$ cat src/rtl/l2_arb_pkg.sv
// ---------------------------------------------------------------------------
// l2_arb_pkg
// Shared types and widths for the two-port L2 request arbiter.
//   port_id_t   : which L1 a request/response belongs to (A = 0, B = 1)
//   req_entry_t : one request-queue entry {rd, wr, addr, wdata}
// ---------------------------------------------------------------------------
package l2_arb_pkg;

  localparam int ADDR_W    = 32;
  localparam int LINE_W    = 128;
  localparam int NUM_PORTS = 2;

  typedef enum logic {
    PORT_A = 1'b0,
    PORT_B = 1'b1
  } port_id_t;

  typedef struct packed {
    logic              rd;
    logic              wr;
    logic [ADDR_W-1:0] addr;
    logic [LINE_W-1:0] wdata;
  } req_entry_t;

  // 1 + 1 + 32 + 128 = 162
  localparam int REQ_W = $bits(req_entry_t);

endpackage

$ cat src/rtl/l2_request_arbiter_if.sv
// ---------------------------------------------------------------------------
// l2_request_arbiter_if
// Bus bundle between the two L1 snoopers, the arbiter and the shared memory.
//   l1_*_a / l1_*_b : request side of L1a / L1b plus their fill return path
//   mem_*           : the single shared memory port
// Modports:
//   slave  : the arbiter's view (serves the L1s, drives the memory port)
//   master : the environment's view (L1s and memory model)
// ---------------------------------------------------------------------------
interface l2_request_arbiter_if;
  import l2_arb_pkg::*;

  logic [ADDR_W-1:0] l1_addr_a;
  logic [ADDR_W-1:0] l1_addr_b;
  logic              l1_rden_a;
  logic              l1_rden_b;
  logic              l1_wren_a;
  logic              l1_wren_b;
  logic [LINE_W-1:0] l1_wdata_a;
  logic [LINE_W-1:0] l1_wdata_b;
  logic [LINE_W-1:0] l1_rdata_a;
  logic [LINE_W-1:0] l1_rdata_b;
  logic              l1_rvalid_a;
  logic              l1_rvalid_b;

  logic [ADDR_W-1:0] mem_addr;
  logic [LINE_W-1:0] mem_wdata;
  logic              mem_rden;
  logic              mem_wren;
  logic [LINE_W-1:0] mem_rdata;
  logic              mem_rvalid;

  modport slave (
    input  l1_addr_a, l1_addr_b, l1_rden_a, l1_rden_b,
           l1_wren_a, l1_wren_b, l1_wdata_a, l1_wdata_b,
           mem_rdata, mem_rvalid,
    output l1_rdata_a, l1_rdata_b, l1_rvalid_a, l1_rvalid_b,
           mem_addr, mem_wdata, mem_rden, mem_wren
  );

  modport master (
    output l1_addr_a, l1_addr_b, l1_rden_a, l1_rden_b,
           l1_wren_a, l1_wren_b, l1_wdata_a, l1_wdata_b,
           mem_rdata, mem_rvalid,
    input  l1_rdata_a, l1_rdata_b, l1_rvalid_a, l1_rvalid_b,
           mem_addr, mem_wdata, mem_rden, mem_wren
  );

endinterface

$ cat src/rtl/l2_request_arbiter_sync_fifo.sv
// ---------------------------------------------------------------------------
// sync_fifo
// Single-clock FIFO with a combinational head (data_o shows the oldest entry
// whenever empty_o is low).
//   clk, reset      : clock, synchronous active-high reset (empties the FIFO)
//   push_i, data_i  : write request; ignored while full
//   pop_i           : remove head; ignored while empty
//   data_o          : current head entry
//   full_o, empty_o : occupancy flags
// Push and pop in the same cycle are both honoured. A push that arrives
// while full is dropped even if a pop happens in that cycle, so the caller
// can flag the drop from full_o alone.
// DEPTH must be a power of two (pointers wrap naturally).
// ---------------------------------------------------------------------------
module sync_fifo #(
  parameter int WIDTH = 1,
  parameter int DEPTH = 4
) (
  input  logic             clk,
  input  logic             reset,
  input  logic             push_i,
  input  logic [WIDTH-1:0] data_i,
  input  logic             pop_i,
  output logic [WIDTH-1:0] data_o,
  output logic             full_o,
  output logic             empty_o
);

  localparam int PTR_W = $clog2(DEPTH);
  localparam int CNT_W = PTR_W + 1;
  localparam logic [CNT_W-1:0] DEPTH_C = CNT_W'(DEPTH);

  logic [WIDTH-1:0] mem_q [DEPTH];
  logic [PTR_W-1:0] wr_ptr_q;
  logic [PTR_W-1:0] rd_ptr_q;
  logic [CNT_W-1:0] count_q;
  logic [CNT_W-1:0] count_d;
  logic             do_push;
  logic             do_pop;

  assign full_o  = (count_q == DEPTH_C);
  assign empty_o = (count_q == '0);
  assign do_push = push_i && !full_o;
  assign do_pop  = pop_i && !empty_o;
  assign data_o  = mem_q[rd_ptr_q];

  always_comb begin
    count_d = count_q;
    case ({do_push, do_pop})
      2'b10:   count_d = count_q + CNT_W'(1);
      2'b01:   count_d = count_q - CNT_W'(1);
      default: count_d = count_q;
    endcase
  end

  always_ff @(posedge clk) begin
    if (reset) begin
      wr_ptr_q <= '0;
      rd_ptr_q <= '0;
      count_q  <= '0;
    end else begin
      if (do_push) wr_ptr_q <= wr_ptr_q + PTR_W'(1);
      if (do_pop)  rd_ptr_q <= rd_ptr_q + PTR_W'(1);
      count_q <= count_d;
    end
  end

  // Storage needs no reset: nothing is read until it has been written.
  always_ff @(posedge clk) begin
    if (do_push) mem_q[wr_ptr_q] <= data_i;
  end

endmodule

$ cat src/rtl/l2_request_arbiter.sv
// ---------------------------------------------------------------------------
// l2_request_arbiter
// Shares one memory port between two L1 caches (A = port 0, B = port 1).
// Each L1's eviction writes and line-fill reads are queued per port; at most
// one memory operation issues per cycle, round-robin between ports. Read
// tags (the requesting port id) are queued in issue order so the in-order
// memory responses are routed back to the right L1.
// Ports:
//   clk, reset   : clock, synchronous active-high reset
//   bus          : l2_request_arbiter_if.slave (L1 requests/fills, memory)
//   overflow     : sticky per-port "request dropped, queue full" (bit0 = A)
//   orphan_resp  : sticky "memory response arrived with no read outstanding"
// Parameters:
//   REQ_DEPTH : per-port request queue entries (power of 2, >= 2)
//   MEM_DELAY : memory read latency in cycles (rden to rvalid)
//   TAG_DEPTH : outstanding-read tag entries (power of 2, >= MEM_DELAY+1
//               for full read bandwidth; smaller values throttle reads)
// ---------------------------------------------------------------------------
module l2_request_arbiter
  import l2_arb_pkg::*;
#(
  parameter int REQ_DEPTH = 4,
  parameter int MEM_DELAY = 5,
  parameter int TAG_DEPTH = 8
) (
  input  logic                    clk,
  input  logic                    reset,
  l2_request_arbiter_if.slave     bus,
  output logic [NUM_PORTS-1:0]    overflow,
  output logic                    orphan_resp
);

  // Per-port views of the bus so the port logic can be generated.
  logic [ADDR_W-1:0]    l1_addr  [NUM_PORTS];
  logic [LINE_W-1:0]    l1_wdata [NUM_PORTS];
  logic [NUM_PORTS-1:0] l1_rden;
  logic [NUM_PORTS-1:0] l1_wren;

  assign l1_addr[PORT_A]  = bus.l1_addr_a;
  assign l1_addr[PORT_B]  = bus.l1_addr_b;
  assign l1_wdata[PORT_A] = bus.l1_wdata_a;
  assign l1_wdata[PORT_B] = bus.l1_wdata_b;
  assign l1_rden          = {bus.l1_rden_b, bus.l1_rden_a};
  assign l1_wren          = {bus.l1_wren_b, bus.l1_wren_a};

  req_entry_t           head [NUM_PORTS];
  logic [NUM_PORTS-1:0] q_push;
  logic [NUM_PORTS-1:0] q_pop;
  logic [NUM_PORTS-1:0] q_full;
  logic [NUM_PORTS-1:0] q_empty;
  logic [NUM_PORTS-1:0] wr_pend;
  logic [NUM_PORTS-1:0] rd_pend;
  logic [NUM_PORTS-1:0] elig;

  // A combined rd+wr entry issues its write first; write_done_q remembers
  // that the write half has gone so the same head then issues its read.
  logic [NUM_PORTS-1:0] write_done_q;
  logic [NUM_PORTS-1:0] write_done_d;
  port_id_t             rr_q;       // port preferred when both are eligible
  port_id_t             rr_d;
  logic [NUM_PORTS-1:0] overflow_q;
  logic [NUM_PORTS-1:0] overflow_d;
  logic                 orphan_q;
  logic                 orphan_d;

  logic                 tag_push;
  logic                 tag_pop;
  logic [0:0]           tag_head;
  logic                 tag_full;
  logic                 tag_empty;

  logic                 grant_valid;
  port_id_t             grant_port;
  logic [ADDR_W-1:0]    mem_addr;
  logic [LINE_W-1:0]    mem_wdata;
  logic                 mem_rden;
  logic                 mem_wren;

  for (genvar gi = 0; gi < NUM_PORTS; gi++) begin : g_port
    req_entry_t       push_entry;
    logic [REQ_W-1:0] head_bits;

    assign q_push[gi] = l1_rden[gi] | l1_wren[gi];
    assign push_entry = '{rd: l1_rden[gi], wr: l1_wren[gi],
                          addr: l1_addr[gi], wdata: l1_wdata[gi]};

    sync_fifo #(
      .WIDTH (REQ_W),
      .DEPTH (REQ_DEPTH)
    ) u_req_q (
      .clk     (clk),
      .reset   (reset),
      .push_i  (q_push[gi]),
      .data_i  (push_entry),
      .pop_i   (q_pop[gi]),
      .data_o  (head_bits),
      .full_o  (q_full[gi]),
      .empty_o (q_empty[gi])
    );

    assign head[gi]    = req_entry_t'(head_bits);
    assign wr_pend[gi] = !q_empty[gi] && head[gi].wr && !write_done_q[gi];
    assign rd_pend[gi] = !q_empty[gi] && head[gi].rd && !wr_pend[gi];
    // A read needs a free tag slot; writes never wait on the tag queue.
    assign elig[gi]    = wr_pend[gi] || (rd_pend[gi] && !tag_full);
  end

  // With a tag queue shallower than the memory pipeline, read issue is
  // throttled by tag_full; no extra logic is needed for that case.
  if (TAG_DEPTH < MEM_DELAY + 1) begin : g_tag_throttles_reads
  end

  always_comb begin
    grant_valid  = 1'b0;
    grant_port   = PORT_A;
    if (elig[PORT_A] && elig[PORT_B]) begin
      grant_valid = 1'b1;
      grant_port  = rr_q;
    end else if (elig[PORT_A]) begin
      grant_valid = 1'b1;
      grant_port  = PORT_A;
    end else if (elig[PORT_B]) begin
      grant_valid = 1'b1;
      grant_port  = PORT_B;
    end

    mem_rden     = 1'b0;
    mem_wren     = 1'b0;
    mem_addr     = '0;
    mem_wdata    = '0;
    q_pop        = '0;
    tag_push     = 1'b0;
    write_done_d = write_done_q;
    rr_d         = rr_q;

    if (grant_valid) begin
      rr_d     = (grant_port == PORT_A) ? PORT_B : PORT_A;
      mem_addr = head[grant_port].addr;
      if (wr_pend[grant_port]) begin
        mem_wren  = 1'b1;
        mem_wdata = head[grant_port].wdata;
        if (head[grant_port].rd) write_done_d[grant_port] = 1'b1;
        else                     q_pop[grant_port]        = 1'b1;
      end else begin
        mem_rden                  = 1'b1;
        tag_push                  = 1'b1;
        q_pop[grant_port]         = 1'b1;
        write_done_d[grant_port]  = 1'b0;
      end
    end
  end

  sync_fifo #(
    .WIDTH (1),
    .DEPTH (TAG_DEPTH)
  ) u_tag_q (
    .clk     (clk),
    .reset   (reset),
    .push_i  (tag_push),
    .data_i  (grant_port),
    .pop_i   (tag_pop),
    .data_o  (tag_head),
    .full_o  (tag_full),
    .empty_o (tag_empty)
  );

  assign tag_pop    = bus.mem_rvalid && !tag_empty;
  assign overflow_d = overflow_q | (q_push & q_full);
  assign orphan_d   = orphan_q | (bus.mem_rvalid && tag_empty);

  always_ff @(posedge clk) begin
    if (reset) begin
      rr_q         <= PORT_A;
      write_done_q <= '0;
      overflow_q   <= '0;
      orphan_q     <= 1'b0;
    end else begin
      rr_q         <= rr_d;
      write_done_q <= write_done_d;
      overflow_q   <= overflow_d;
      orphan_q     <= orphan_d;
    end
  end

  assign bus.mem_addr    = mem_addr;
  assign bus.mem_wdata   = mem_wdata;
  assign bus.mem_rden    = mem_rden;
  assign bus.mem_wren    = mem_wren;
  assign bus.l1_rdata_a  = bus.mem_rdata;
  assign bus.l1_rdata_b  = bus.mem_rdata;
  assign bus.l1_rvalid_a = tag_pop && (tag_head == PORT_A);
  assign bus.l1_rvalid_b = tag_pop && (tag_head == PORT_B);
  assign overflow        = overflow_q;
  assign orphan_resp     = orphan_q;

endmodule

$ cat src/flat_wrapper.sv
// flat-port wrapper written by rule: the top's interface ports become plain ports
module l2_request_arbiter_flat import l2_arb_pkg::*;
#(
  parameter int REQ_DEPTH = 4,
  parameter int MEM_DELAY = 5,
  parameter int TAG_DEPTH = 8
)
  (clk, reset, overflow, orphan_resp, bus_l1_addr_a, bus_l1_addr_b, bus_l1_rden_a, bus_l1_rden_b, bus_l1_wren_a, bus_l1_wren_b, bus_l1_wdata_a, bus_l1_wdata_b, bus_mem_rdata, bus_mem_rvalid, bus_l1_rdata_a, bus_l1_rdata_b, bus_l1_rvalid_a, bus_l1_rvalid_b, bus_mem_addr, bus_mem_wdata, bus_mem_rden, bus_mem_wren);
  l2_request_arbiter_if bus_i ();
  input  logic clk;
  input  logic reset;
  output logic [NUM_PORTS-1:0] overflow;
  output logic orphan_resp;
  input wire logic [$bits(bus_i.l1_addr_a)-1:0] bus_l1_addr_a;
  input wire logic [$bits(bus_i.l1_addr_b)-1:0] bus_l1_addr_b;
  input wire logic [$bits(bus_i.l1_rden_a)-1:0] bus_l1_rden_a;
  input wire logic [$bits(bus_i.l1_rden_b)-1:0] bus_l1_rden_b;
  input wire logic [$bits(bus_i.l1_wren_a)-1:0] bus_l1_wren_a;
  input wire logic [$bits(bus_i.l1_wren_b)-1:0] bus_l1_wren_b;
  input wire logic [$bits(bus_i.l1_wdata_a)-1:0] bus_l1_wdata_a;
  input wire logic [$bits(bus_i.l1_wdata_b)-1:0] bus_l1_wdata_b;
  input wire logic [$bits(bus_i.mem_rdata)-1:0] bus_mem_rdata;
  input wire logic [$bits(bus_i.mem_rvalid)-1:0] bus_mem_rvalid;
  output wire logic [$bits(bus_i.l1_rdata_a)-1:0] bus_l1_rdata_a;
  output wire logic [$bits(bus_i.l1_rdata_b)-1:0] bus_l1_rdata_b;
  output wire logic [$bits(bus_i.l1_rvalid_a)-1:0] bus_l1_rvalid_a;
  output wire logic [$bits(bus_i.l1_rvalid_b)-1:0] bus_l1_rvalid_b;
  output wire logic [$bits(bus_i.mem_addr)-1:0] bus_mem_addr;
  output wire logic [$bits(bus_i.mem_wdata)-1:0] bus_mem_wdata;
  output wire logic [$bits(bus_i.mem_rden)-1:0] bus_mem_rden;
  output wire logic [$bits(bus_i.mem_wren)-1:0] bus_mem_wren;
  assign bus_i.l1_addr_a = bus_l1_addr_a;
  assign bus_i.l1_addr_b = bus_l1_addr_b;
  assign bus_i.l1_rden_a = bus_l1_rden_a;
  assign bus_i.l1_rden_b = bus_l1_rden_b;
  assign bus_i.l1_wren_a = bus_l1_wren_a;
  assign bus_i.l1_wren_b = bus_l1_wren_b;
  assign bus_i.l1_wdata_a = bus_l1_wdata_a;
  assign bus_i.l1_wdata_b = bus_l1_wdata_b;
  assign bus_i.mem_rdata = bus_mem_rdata;
  assign bus_i.mem_rvalid = bus_mem_rvalid;
  assign bus_l1_rdata_a = bus_i.l1_rdata_a;
  assign bus_l1_rdata_b = bus_i.l1_rdata_b;
  assign bus_l1_rvalid_a = bus_i.l1_rvalid_a;
  assign bus_l1_rvalid_b = bus_i.l1_rvalid_b;
  assign bus_mem_addr = bus_i.mem_addr;
  assign bus_mem_wdata = bus_i.mem_wdata;
  assign bus_mem_rden = bus_i.mem_rden;
  assign bus_mem_wren = bus_i.mem_wren;
  l2_request_arbiter #(.REQ_DEPTH(REQ_DEPTH), .MEM_DELAY(MEM_DELAY), .TAG_DEPTH(TAG_DEPTH)) u_core (.clk(clk), .reset(reset), .bus(bus_i), .overflow(overflow), .orphan_resp(orphan_resp));
endmodule
$ cat config.mk
export PLATFORM = sky130hd
export DESIGN_NAME = l2_request_arbiter_flat
export DESIGN_NICKNAME = d
export VERILOG_FILES = /design/src/rtl/l2_arb_pkg.sv /design/src/rtl/l2_request_arbiter_if.sv /design/src/rtl/l2_request_arbiter_sync_fifo.sv /design/src/rtl/l2_request_arbiter.sv /design/src/flat_wrapper.sv
export SDC_FILE = /design/constraint.sdc
export NUM_CORES = 1
export LEC_CHECK = 0
export ABC_AREA = 1
export BUFFER_PORTS_ARGS = -buffer_cell sky130_fd_sc_hd__buf_2
export CELL_PAD_IN_SITES_DETAIL_PLACEMENT = 0
export CELL_PAD_IN_SITES_GLOBAL_PLACEMENT = 1
export CORE_MARGIN = 1.5
export CORE_UTILIZATION = 32
export DETAILED_ROUTE_END_ITERATION = 10
export GPL_TIMING_DRIVEN = 0
export PLACE_DENSITY = 0.68
export SYNTH_ARGS = -nofsm -noshare
export SYNTH_HDL_FRONTEND = slang
export SYNTH_SLANG_ARGS = --single-unit
$ cat constraint.sdc
create_clock -name clk -period 10.15 [get_ports clk]
set_clock_uncertainty 0.15 [all_clocks]
set_input_delay 3.045 -clock clk [delete_from_list [all_inputs] [get_ports clk]]
set_output_delay 3.045 -clock clk [all_outputs]
set_load 0.005 [all_outputs]
Yosys cells after proc, flatten, opt, wreduce, memory -nomap -nowiden
Memories as Yosys holds them, arrays and structs flattened. A register that Yosys moved wholly into a read port is not among the register bits.
Cells that the tools add are included.
{"block": "word_totals", "latch_bits": 0, "elab_cells": 132, "register_bits": 30, "output_inout_bits": 423, "rom_bits": 0, "input_bits": 455, "n_memories": 3, "ram_bits": 1304}
{"block": "op_classes", "n_eq_ne": 10, "n_addsub": 12, "n_lt_le_gt_ge": 3, "bitwise_logic": 10, "n_reduce_logical": 41, "n_mul": 0, "n_div": 0, "shifts": 0, "mux": 40}
{"memory": "u_core.g_port[0].u_req_q.mem_q", "depth": 4, "word_bits": 162, "read_ports": 1, "rd_clocked_by_memory_dff": 1, "write_ports": 1, "line_no": "l2_request_arbiter_sync_fifo.sv:33", "rtl": "logic [WIDTH-1:0] mem_q [DEPTH];"}
{"memory": "u_core.g_port[1].u_req_q.mem_q", "depth": 4, "word_bits": 162, "read_ports": 1, "rd_clocked_by_memory_dff": 1, "write_ports": 1, "line_no": "l2_request_arbiter_sync_fifo.sv:33"}
{"memory": "u_core.u_tag_q.mem_q", "depth": 8, "word_bits": 1, "read_ports": 1, "rd_clocked_by_memory_dff": 1, "write_ports": 1, "line_no": "l2_request_arbiter_sync_fifo.sv:33"}
{"operator": "2-to-1 mux 162 bit", "count": 3}
{"operator": "2-to-1 mux 128 bit", "count": 2}
{"operator": "2-to-1 mux 32 bit", "count": 1}
{"operator": "logical AND 1 bit", "count": 22}
{"operator": "2-to-1 mux 1 bit", "count": 19}
{"operator": "2-to-1 mux 2 bit", "count": 9}
{"operator": "adder 3 x 1 -> 3 bit, second input constant", "count": 4}
{"operator": "one-hot mux 3 bit (2 select lines)", "count": 2}
{"operator": "zero test 1 bit", "count": 10}
{"operator": "adder 2 x 1 -> 2 bit, second input constant", "count": 4}
{"operator": "one-hot mux 4 bit (2 select lines)", "count": 1}
{"operator": "== test 2 x 1 -> 1 bit, second input constant", "count": 3}
{"operator": "== test 2 bit, second input constant", "count": 3}
{"operator": "== test 3 bit, second input constant", "count": 2}
{"operator": "zero test 3 bit", "count": 2}
{"operator": "2-to-1 mux 3 bit", "count": 2}
{"operator": "nonzero test 2 bit", "count": 3}
{"operator": "subtractor 3 x 1 -> 3 bit, second input constant", "count": 2}
{"operator": "adder 4 x 1 -> 4 bit, second input constant", "count": 1}
{"operator": "bitwise AND 2 bit", "count": 2}
{"operator": "== test 4 bit, second input constant", "count": 1}
{"operator": "zero test 4 bit", "count": 1}
{"operator": "bitwise OR 2 bit", "count": 2}
{"operator": "subtractor 4 x 1 -> 4 bit, second input constant", "count": 1}
{"operator": "11 further kinds", "count": 14}

Depth between registers and ports, before layout
{"block": "depth", "depth_word": 21, "ltp_mapped": 20}

By module
A second synthesis with hierarchy kept.
{"block": "unflattened", "cells_unflattened": 4424, "hier_area_um2": 55465.7}
{"mod": "sync_fifo at u_core.g_port[0].u_req_q", "area_each_um2": 24578.6, "cells_each": 1636, "seq_area_each_um2": 19638.8, "n_inst": 1}
{"mod": "sync_fifo at u_core.g_port[1].u_req_q", "area_each_um2": 24577.3, "cells_each": 1636, "seq_area_each_um2": 19638.8, "n_inst": 1}
{"mod": "l2_request_arbiter", "area_each_um2": 5298.8, "cells_each": 1032, "seq_area_each_um2": 120.1, "n_inst": 1}
{"mod": "sync_fifo at u_core.u_tag_q", "area_each_um2": 1011.0, "cells_each": 120, "seq_area_each_um2": 500.5, "n_inst": 1}

Least setup slack after synthesis
Ideal clock, no wire load.
{"block": "synth_timing", "path_type": "in2reg", "startpoint": "input bus_l1_rden_b", "endpoint": "memory u_core.g_port[1].u_req_q.mem_q[0][0] (netlist name), enable pin", "slack_ns": -0.808, "path_stages": 4, "required_time_ns": 9.314, "arrival_time_ns": 10.122, "n_path_buf": 0, "cell_sequence": "inv_1 a21oi_1 inv_1 nor2_1"}
{"block": "synth_via", "elab_chain_cells": 4}
{"element": "from (decl)", "line_no": "flat_wrapper.sv:17", "rtl": "input wire logic [$bits(bus_i.l1_rden_b)-1:0] bus_l1_rden_b;"}
{"element": "bitwise OR 1 bit", "line_no": "l2_request_arbiter.sv:83", "rtl": "assign q_push[gi] = l1_rden[gi] | l1_wren[gi];"}
{"element": "logical AND 1 bit", "line_no": "l2_request_arbiter_sync_fifo.sv:43", "rtl": "assign do_push = push_i && !full_o;"}
{"element": "2-to-1 mux 1 bit", "line_no": "l2_request_arbiter_sync_fifo.sv:70", "rtl": "if (do_push) mem_q[wr_ptr_q] <= data_i;"}
{"element": "2-to-1 mux 1 bit (implied by the code)", "line_no": "l2_request_arbiter_sync_fifo.sv:70"}
{"element": "to (decl)", "line_no": "l2_request_arbiter_sync_fifo.sv:33"}
No other way between the ends.

==> run summary <==
GRT Total Usage = 21.69%
RePlAce Congestion = 0.8320
RSZ-0062 raised after global routing = no
Initial Util = 32.32%
Status = finished clean
CP arrival = 4.66 ns
Minimum clock period = 7.856 ns
Worst vdd rail ir drop = 0.1625 mV
Initial drt markers = 3067
Critical Path RT = 6.96 ns
CTS tree = built
Mapped Avg Cell Area = 13.41 µm²
Synth top area cells = edfxtp_1 71%, nand2_1 4.7%, buf_4 3.9%, a21oi_1 3.8%, nor2_1 2.5%
Final hold vios = 0
Vias = 37440
Remaining antenna violation count after routing = 0
Die height = 417.2 µm
CTS buffer count = 141
Routed vias/inst = 5.029
WHS Path Cells = 2
Setup CP Type = reg2out
Yosys cell types = 40
Post-CTS setup buffer count = 0
Clock sink count = 1341
Post-synthesis cell area = 54900 µm²
R2r worst-path depth = 15
Area Growth Syn to Fin = 23.27%
Root Driver = clkbuf_16
Initial antenna violation count = 142
CP Launch Type = flop
Yosys warns = 0
Max-cap viol count = 0
Worst Tran Pin Value = 1.259 ns
Post-Syn Nets = 4567
First-pass GRT wire length = 266800 µm
Largest net degree at the start of global routing = 28
Drt pass-1 iters = 8
Port Buf Inserts = 748
Cts hold-fix bufs = 0
HP Class = reg2reg
Crit share post-route = 77.39%
CP max FO = 10
CTS-repair resized insts = 0
Grt ovf = 0
CP endpoint kind = output pin
Layout Nets = 5520
Final setup violation count = 0
Area leader, netlist = edfxtp_1
Seq/Total Area, Yosys = 72.68%
Clock Latency Late Sink = 0.78 ns
Std cell rows = 151
Yosys top cell area share = 71.33%
FF+latch count, synth = 1341
Vias in the first global route = 35830
Core box area = 169800 µm²
Num ports = 878
Mapped Cells = 4095
Clock-pin slew on the worst setup and hold paths = 0.06 ns
Layout cells sized above 1 = 28.54%
Final instance area = 67670 µm²
Final Routed Wirelength = 195000 µm
Total power = 21.97 mW
Clock Tree Buf Depth = 3
DR WL/cell = 26.19 µm
Relative slew slack = 16.05%
Lkg Pwr = 25.30 nW
Post-DP Area = 62850 µm²
Fmax = 127.3 MHz
H-tree depth = 4
Cell area power density = 324.7 nW/µm²
Die span in x = 417.2 µm
Post-detail-place hpwl = 141300 µm
DRC viols = 0
Slew Limit Fails = 0
Die area = 174000 µm²
[Yosys cell counts]
master / n
nand4_1: 1
clkbuf_1: 189
nand2_1: 693
a211oi_2: 109
buf_4: 282
buf_2: 32
nand2_4: 4
a32o_1: 128
nand3_2: 2
a31oi_1: 32
or2_2: 1
inv_1: 55
or2_4: 1
a22oi_1: 128
a21oi_1: 414
o21ai_0: 167
ha_1: 15
xor2_1: 5
o21ai_1: 18
o21a_1: 1
nand3_1: 16
o22ai_1: 32
dfxtp_1: 37
inv_4: 1
a21boi_1: 1
edfxtp_1: 1304
nand3_4: 1
inv_2: 4
fa_1: 2
nand2_2: 3
nor3_1: 2
xnor2_1: 1
nor2_1: 369
buf_1: 16
clkbuf_4: 1
nor2_2: 3
clkinv_1: 1
buf_6: 3
o32ai_1: 2
a211oi_1: 19
[registers in the layout, indices dropped and copies added (netlist names), named ones only]
| register | flops |
|---|---|
| u_core.u_tag_q.mem_q | 8 |
| u_core.rr_q | 1 |
| u_core.g_port.u_req_q.count_q | 6 |
| u_core.overflow | 2 |
| u_core.u_tag_q.rd_ptr_q | 3 |
| u_core.u_tag_q.count_q | 4 |
| u_core.g_port.u_req_q.wr_ptr_q | 4 |
| u_core.g_port.u_req_q.rd_ptr_q | 4 |
| u_core.orphan_resp | 1 |
| u_core.g_port.u_req_q.mem_q | 1296 |
| u_core.u_tag_q.wr_ptr_q | 3 |
[cells in the final DEF, fill, tap and decap left out, types with 4 or more instances in the layout]
cell	n
xor2_1	5
inv_6	8
clkinv_2	16
nand2_1	693
diode_2	65
o22ai_1	32
clkbuf_2	10
ha_1	15
a211oi_2	109
buf_12	46
buf_16	16
a31oi_1	32
nand3_1	16
inv_1	55
dfxtp_1	37
buf_2	780
clkbuf_16	146
o21ai_1	18
bufinv_16	18
buf_4	282
clkinv_1	33
nor2_1	361
o21ai_0	167
clkinvlp_4	5
nor2_4	8
buf_1	16
a32o_1	128
edfxtp_1	1304
nand2_4	4
clkbuf_1	206
inv_2	4
a22oi_1	128
a21oi_1	414
a211oi_1	19
[cell families (layout without fill, tap and decap cells)]
| logic type | Yosys count | count (layout) | synth area share, % |
|---|---|---|---|
| other cells | 0 | 65 | 0 |
| compound gates | 1051 | 1051 | 13.08 |
| buf+inv | 584 | 1651 | 6.047 |
| fa+ha+maj | 17 | 17 | 0.4148 |
| flops | 1341 | 1341 | 72.68 |
| simple gates | 1096 | 1096 | 7.683 |
| xor+xnor | 6 | 6 | 0.09573 |
[worst paths after layout]
kind | start | to | slack, ns
hold reg to reg | u_core.u_tag_q.rd_ptr_q[2] | u_core.u_tag_q.rd_ptr_q[2] | 0.33
setup reg to reg | flop | u_core.u_tag_q.count_q[2] | 6.53
hold / removal | u_core.u_tag_q.rd_ptr_q[2] | u_core.u_tag_q.rd_ptr_q[2] | 0.33
setup / recovery | flop | bus_mem_wdata[26] | 2.29
[power breakdown]
group	total (mW)	internal, mW	switching, mW
clock	5.23	3.10	2.13
sequential	7.35	7.14	0.216
combinational	9.39	2.93	6.46
total	22.0	13.2	8.81
[per-layer routing]
metal | GRT usage, % | share of wire [%] | vias to the layer above
met1 | 23.66 | 35 | 18450
li1 | - | - | 16900
met2 | 39.51 | 54 | 1599
met4 | 12.75 | 5.2 | 38
met3 | 3.498 | 5.4 | 455
met5 | 0 | 0.13 | -
[worst max-delay path: stages, from the launching register on]
cell,delay [ns]
dfxtp_1,0.30
clkinv_1,0.29
buf_2,0.60
clkbuf_2,0.76
clkbuf_1,0.57
nand2_1,0.10
a22oi_1,0.24
nor2_1,0.08
a211oi_2,0.66
buf_2,0.24
[metrics by stage]
step	setup TNS, ns	utilization, %	instances	hold WS (ns)	worst slack [ns]
after floorplan	-1014.34	-	4095	0.2834	-0.8083
after global placement	-	36.16	7061	0.2919	-8.505
after detailed placement	0	37.00	7123	0.3097	2.968
after CTS	0	39.75	7380	0.3209	2.116
after global routing	0	39.83	7435	0.3593	2.221
final	0	39.84	7445	0.3264	2.294
[final cells by class]
cell class / count / area (µm²)
fill: 15970 / 102200
sequential: 1341 / 39900
multi-input combinational: 2170 / 11740
timing repair buffer: 810 / 5105
clock buffer: 174 / 3769
buffer: 523 / 3100
tap: 2218 / 2775
clock inverter: 83 / 890.9
inverter: 61 / 231.5
antenna: 65 / 162.7
Note: power is estimated with default switching activity, not from simulation.
